File: config.mk
export PLATFORM = sky130hd
export DESIGN_NAME = shift_arbiter
export DESIGN_NICKNAME = d
export VERILOG_FILES = /design/src/rtl/shift_arbiter.sv
export SDC_FILE = /design/constraint.sdc
export NUM_CORES = 1
export LEC_CHECK = 0
export ABC_CLOCK_PERIOD_IN_PS = 3000
export BUFFER_PORTS_ARGS = -buffer_cell sky130_fd_sc_hd__buf_2
export CORE_ASPECT_RATIO = 1.4
export CORE_MARGIN = 2
export CORE_UTILIZATION = 47
export CTS_BUF_LIST = sky130_fd_sc_hd__clkbuf_4 sky130_fd_sc_hd__clkbuf_8
export DETAILED_ROUTE_END_ITERATION = 12
export PLACE_DENSITY_LB_ADDON = 0.1
export SYNTH_ARGS = -nofsm -noshare
export SYNTH_HDL_FRONTEND = slang
export SYNTH_SLANG_ARGS = --single-unit
File: constraint.sdc
create_clock -name clk -period 3 [get_ports clk]
set_input_delay 0.6 -clock clk [delete_from_list [all_inputs] [get_ports clk]]
set_output_delay 0.6 -clock clk [all_outputs]
set_load 0.01 [all_outputs]
File: src/rtl/shift_arbiter.sv
`default_nettype none
// ============================================================================
// Module   : shift_arbiter (with helper module shifter)
// Purpose  : Round-robin arbiter that shares one barrel shifter between m
//            requesters.
//            - One request is granted per cycle.
//            - The result goes to a one-entry registered response stage,
//              tagged with the index of the winning requester.
// Ports    : clk, rst          clock, synchronous active-high reset
//            req_valid[m]      per-requester request strobe
//            req_ready[m]      one-hot grant (combinational)
//            req_a[m*n]        operands, requester i at [i*n +: n]
//            req_b[m*clog2(n)] shift amounts
//            req_op[3*m]       {rot, left, sign} per requester
//            resp_valid/ready  response handshake
//            resp_out[n]       shift result
//            resp_id[clog2(m)] index of the requester that produced resp_out
//            stall_cnt[16]     saturating count of stalled response cycles
//                              (only with SHIFT_ARB_STALL_CNT_EN defined)
// Options  : SHIFT_ARB_STALL_CNT_EN adds the stall_cnt output and counter.
// Revision : 1.0  initial release
// ============================================================================

`ifndef DEFAULT_WIDTH
`define DEFAULT_WIDTH 8
`endif

// ----------------------------------------------------------------------------
// shifter: combinational barrel shifter.
//   op = {rot, left, sign}
//   rot=1          : rotate (left or right)
//   rot=0, left=1  : logical shift left
//   rot=0, left=0  : shift right (arithmetic when sign=1)
// ----------------------------------------------------------------------------
module shifter #(
  parameter int n = `DEFAULT_WIDTH
) (
  input  logic [n-1:0]         a,
  input  logic [$clog2(n)-1:0] b,
  input  logic [2:0]           op,
  output logic [n-1:0]         y
);
  logic [2*n-1:0] dbl_l;
  logic [2*n-1:0] dbl_r;

  always_comb begin
    // Rotations come from shifting the operand concatenated with itself.
    dbl_l = {a, a} << b;
    dbl_r = {a, a} >> b;
    y     = a;
    case (op[2:1])
      2'b11: y = dbl_l[2*n-1:n];
      2'b10: y = dbl_r[n-1:0];
      2'b01: y = a << b;
      default: begin
        // Kept outside a ternary so the signed operand keeps >>> arithmetic.
        if (op[0]) y = $signed(a) >>> b;
        else       y = a >> b;
      end
    endcase
  end
endmodule

module shift_arbiter #(
  parameter int n = `DEFAULT_WIDTH,
  parameter int m = 4
) (
  input  logic                     clk,
  input  logic                     rst,
  input  logic [m-1:0]             req_valid,
  output logic [m-1:0]             req_ready,
  input  logic [m*n-1:0]           req_a,
  input  logic [m*$clog2(n)-1:0]   req_b,
  input  logic [3*m-1:0]           req_op,
  output logic                     resp_valid,
  input  logic                     resp_ready,
  output logic [n-1:0]             resp_out,
  output logic [$clog2(m)-1:0]     resp_id
`ifdef SHIFT_ARB_STALL_CNT_EN
  ,
  output logic [15:0]              stall_cnt
`endif
);
  localparam int IDW = $clog2(m);
  localparam int BW  = $clog2(n);

  logic [n-1:0]   a_arr  [m];
  logic [BW-1:0]  b_arr  [m];
  logic [2:0]     op_arr [m];

  logic [IDW-1:0] ptr;
  logic [IDW-1:0] gnt_idx;
  logic           gnt_found;
  logic           grant_any;
  logic           slot_free;
  logic [IDW:0]   scan_sum;
  logic [IDW-1:0] scan_idx;
  logic [IDW-1:0] ptr_next;
  logic [n-1:0]   shift_y;

  // Unpack the flat request buses into per-requester arrays.
  for (genvar i = 0; i < m; i++) begin : g_unpack
    assign a_arr[i]  = req_a[i*n +: n];
    assign b_arr[i]  = req_b[i*BW +: BW];
    assign op_arr[i] = req_op[3*i +: 3];
  end

  assign slot_free = !resp_valid || resp_ready;

  // Scan ptr, ptr+1, ... (mod m) and keep the first valid requester.
  always_comb begin
    gnt_found = 1'b0;
    gnt_idx   = '0;
    scan_sum  = '0;
    scan_idx  = '0;
    for (int k = 0; k < m; k++) begin
      scan_sum = {1'b0, ptr} + (IDW+1)'(k);
      if (scan_sum >= (IDW+1)'(m)) scan_sum = scan_sum - (IDW+1)'(m);
      scan_idx = scan_sum[IDW-1:0];
      if (!gnt_found && req_valid[scan_idx]) begin
        gnt_found = 1'b1;
        gnt_idx   = scan_idx;
      end
    end
  end

  // Nothing is accepted while in reset, so the grant is masked with rst.
  assign grant_any = slot_free && gnt_found && !rst;
  assign req_ready = grant_any ? ({{(m-1){1'b0}}, 1'b1} << gnt_idx) : '0;
  assign ptr_next  = (gnt_idx == IDW'(m-1)) ? '0 : gnt_idx + 1'b1;

  shifter #(.n(n)) u_shifter (
    .a  (a_arr[gnt_idx]),
    .b  (b_arr[gnt_idx]),
    .op (op_arr[gnt_idx]),
    .y  (shift_y)
  );

  // A grant always reloads the slot, which also covers drain-and-refill.
  always_ff @(posedge clk) begin
    if (rst) begin
      ptr        <= '0;
      resp_valid <= 1'b0;
      resp_out   <= '0;
      resp_id    <= '0;
    end else if (grant_any) begin
      ptr        <= ptr_next;
      resp_valid <= 1'b1;
      resp_out   <= shift_y;
      resp_id    <= gnt_idx;
    end else if (resp_ready) begin
      resp_valid <= 1'b0;
    end
  end

`ifdef SHIFT_ARB_STALL_CNT_EN
  always_ff @(posedge clk) begin
    if (rst) begin
      stall_cnt <= '0;
    end else if (resp_valid && !resp_ready && stall_cnt != 16'hFFFF) begin
      stall_cnt <= stall_cnt + 16'd1;
    end
  end
`endif

endmodule
`default_nettype wire

==> results.cfg <==
[outcome]
status = finished, final reports clean

[synth]
synth_top_area_share = 0.2681
synthesis.area_um2 = 2091
synth_most_common_cell = mux2i_1
synthTopCellsByArea = mux2i_1 (27%), dfxtp_1 (12%), mux2_2 (5.4%), mux2i_4 (4.3%), a211oi_1 (3.9%)
synth_commonest_cells = mux2i_1 (56), nor2_1 (20), nand2_1 (16)
synth_edf_count = 0
async_reset_ff_frac = 0
ys_ff_latch = 13
synth_fp_nets = 312
ys_seq_area_frac = 0.1245
ys_warn_count = 0
post_synth.cell_area_avg_um2 = 8.534
synthCells = 245
synth_top_area_cell = mux2i_1
synth_flop_cell = dfxtp_1
synth_cell_types = 48

[cts]
h-tree-depth = 1
clkTransAtPathRegs_ps = 50
postCtsSetupRepairBufs = 0
cts_buffer_depth = 2
numClockSinks = 13
ctsHoldBuffers = 0
root_buffer = clkbuf_8
clock_latency_ps = 240
cts_buffers = 3
cts_tree = yes

[global_routing]
grt_pass1_vias = 2168
groute.usage.overall = 0.2407
grt_pass1_wl_um = 9632
grt_max_degree = 19
globalRouteOverflowTotal = 0
antenna_found_initial = 0

[sta]
min_period_ps = 2843
relSlewSlack = 0.5292
rsz0062_at_grt = no
finalWorstSetupSlack_ps = 156.7
drv_slew = 0
fmax_ghz = 0.3517
post-route-period-util = 0.9478
finClkSkew_ps = 0.5298
worst_pin_slew_ps = 700.8
finalSetupViolCount = 0
hold_violations = 0

[critical_path]
cp-start-kind = primary input
path_cells = buf_2, a21oi_2, o21ai_1, o2bb2a_4, buf_4, mux2i_1, mux2_2, mux4_2, nor2_1, or3_4, a2111oi_1, nor3_1
r2r_end = resp_out[1]
cpPeakStageDelay_ps = 410
r2r-start = ptr[1]
cp.required_ps = 3120
cpMaxStageDelayCell = a2111oi_1
r2r_setup_slack_ps = 220
path_max_fanout = 10
cp-end-kind = flop
crit_type = primary input to flop
arrival_ps = 2960
reg2reg_depth = 11

[layout]
diodes = 0
final_net_count = 420
synthToLayoutAreaGrowth_pct = 35.19
drive_gt1_frac = 0.4403

[min_path]
worstHoldPathType = flop to flop
worstHoldStart = resp_out[6]
min_to = resp_out[6]
whs_path_depth = 2

[power]
leakagePower_uw = 0.001348
powerDensity_nw_per_um2 = 577.7
ir_worst_vdd_v = 0.0002789
total_power_uw = 1633

[route]
drt_iter0_drc = 102
vias = 2279
drc = 0
finalWirelength_um = 5899
final_antenna_net_count = 0
dr.pass1.iters = 4
detail_route.wl_per_cell_um = 14.32
drt-vias-per-instance = 5.532

[flow_run]
cap_viol_max_count = 0

[floorplan]
die_x_um = 60.37
die_y_um = 82.92
core-area_um2 = 4239
dieArea_um2 = 5006
num_rows = 28
ios = 78
initial_core_util = 0.4932

[placed_design]
preCtsSetupSlack_ps = -119.0
gp_congestion = 0.9699
io_buffers = 77
dp_hpwl_um = 4898
[sequential cells by signal, summed over array words and instances, names as in the netlist]
name	flops
resp_out	8
ptr	2
resp_id	2
resp_valid	1
[report_power, final]
group          leakage [µW]  total, µW  internal, µW  switching [µW]
Clock             0.0000262        167           103            64.0
Sequential         0.000109        233           212            20.7
Combinational       0.00121       1230           603             630
[metrics by stage]
step           std cells  hold slack [ps]  setup TNS [ps]  utilization  instance area [µm²]
2_1_floorplan        245            470.0               0            -                 2091
3_3_place_gp         408            437.3          -134.7       0.6511                 2760
3_5_place_dp         408            450.1          -326.8       0.6511                 2760
4_1_cts              412            457.7               0       0.6626                 2809
5_1_grt              412            481.3               0       0.6668                 2826
6_report             412            454.9               0       0.6668                 2826
[kinds of logic after synthesis]
family | count (synthesis) | share of synthesized area
multiplexers | 78 | 0.4243
AND/OR/NAND/NOR | 70 | 0.1580
AO/OA/AOI/OAI | 55 | 0.1891
buffers and inverters | 25 | 0.08020
flip-flops | 13 | 0.1245
adder cells (fa/ha/maj) | 4 | 0.02394
[cell usage in the layout (no fill, tap or decap), types with 4 or more instances in the layout]
master	Yosys	layout
mux2_2	10	9
o21ai_0	10	10
mux2i_1	56	56
a21oi_1	9	9
and2_1	4	4
nand2_1	16	16
inv_1	5	5
mux2i_4	4	4
o21ai_1	5	5
buf_4	1	44
buf_2	6	77
nor2_1	20	20
nor3_1	9	9
a211oi_1	11	11
nand3_1	9	9
mux2_4	3	4
dfxtp_1	13	12
ha_1	4	4
[per-layer routing]
layer	share of wire	wire length (µm)	GRT usage
met2	0.55	3251	0.4486
met5	0	0	0
met3	0.046	269	0.02025
met1	0.38	2250	0.2706
met4	0.022	127	0.07879
[what timing repair did]
action,CTS,global route
setup endpoints to repair,0,4
resized for setup,0,5
hold endpoints to repair,0,0
[worst max-delay path by stage]
stage	cells after the start	from	endpoint	slack, ps
2_1_floorplan	11	req_valid[2]	resp_out[1]	3
3_3_place_gp	12	req_valid[0]	resp_out[1]	-60
3_5_place_dp	12	req_valid[0]	resp_out[2]	-120
4_1_cts	10	ptr[1]	resp_out[2]	120
5_1_grt	12	req_valid[0]	resp_out[1]	9
6_report	12	req_valid[0]	resp_out[1]	160
[layout make-up]
class	count	area [µm²]
Inverter	5	18.77
Multi-Input combinational cell	207	1675
Clock buffer	4	48.80
Fill cell	378	1413
Timing Repair Buffer	123	747.0
Sequential cell	13	261.5
Tap cell	60	75.07
[critical path: cells and delay by family]
family | cells | cell delay, ps
compound gates | 4 | 910
simple gates | 3 | 520
mux | 3 | 640
buf+inv | 2 | 300
Note: power is estimated with default switching activity, not from simulation.
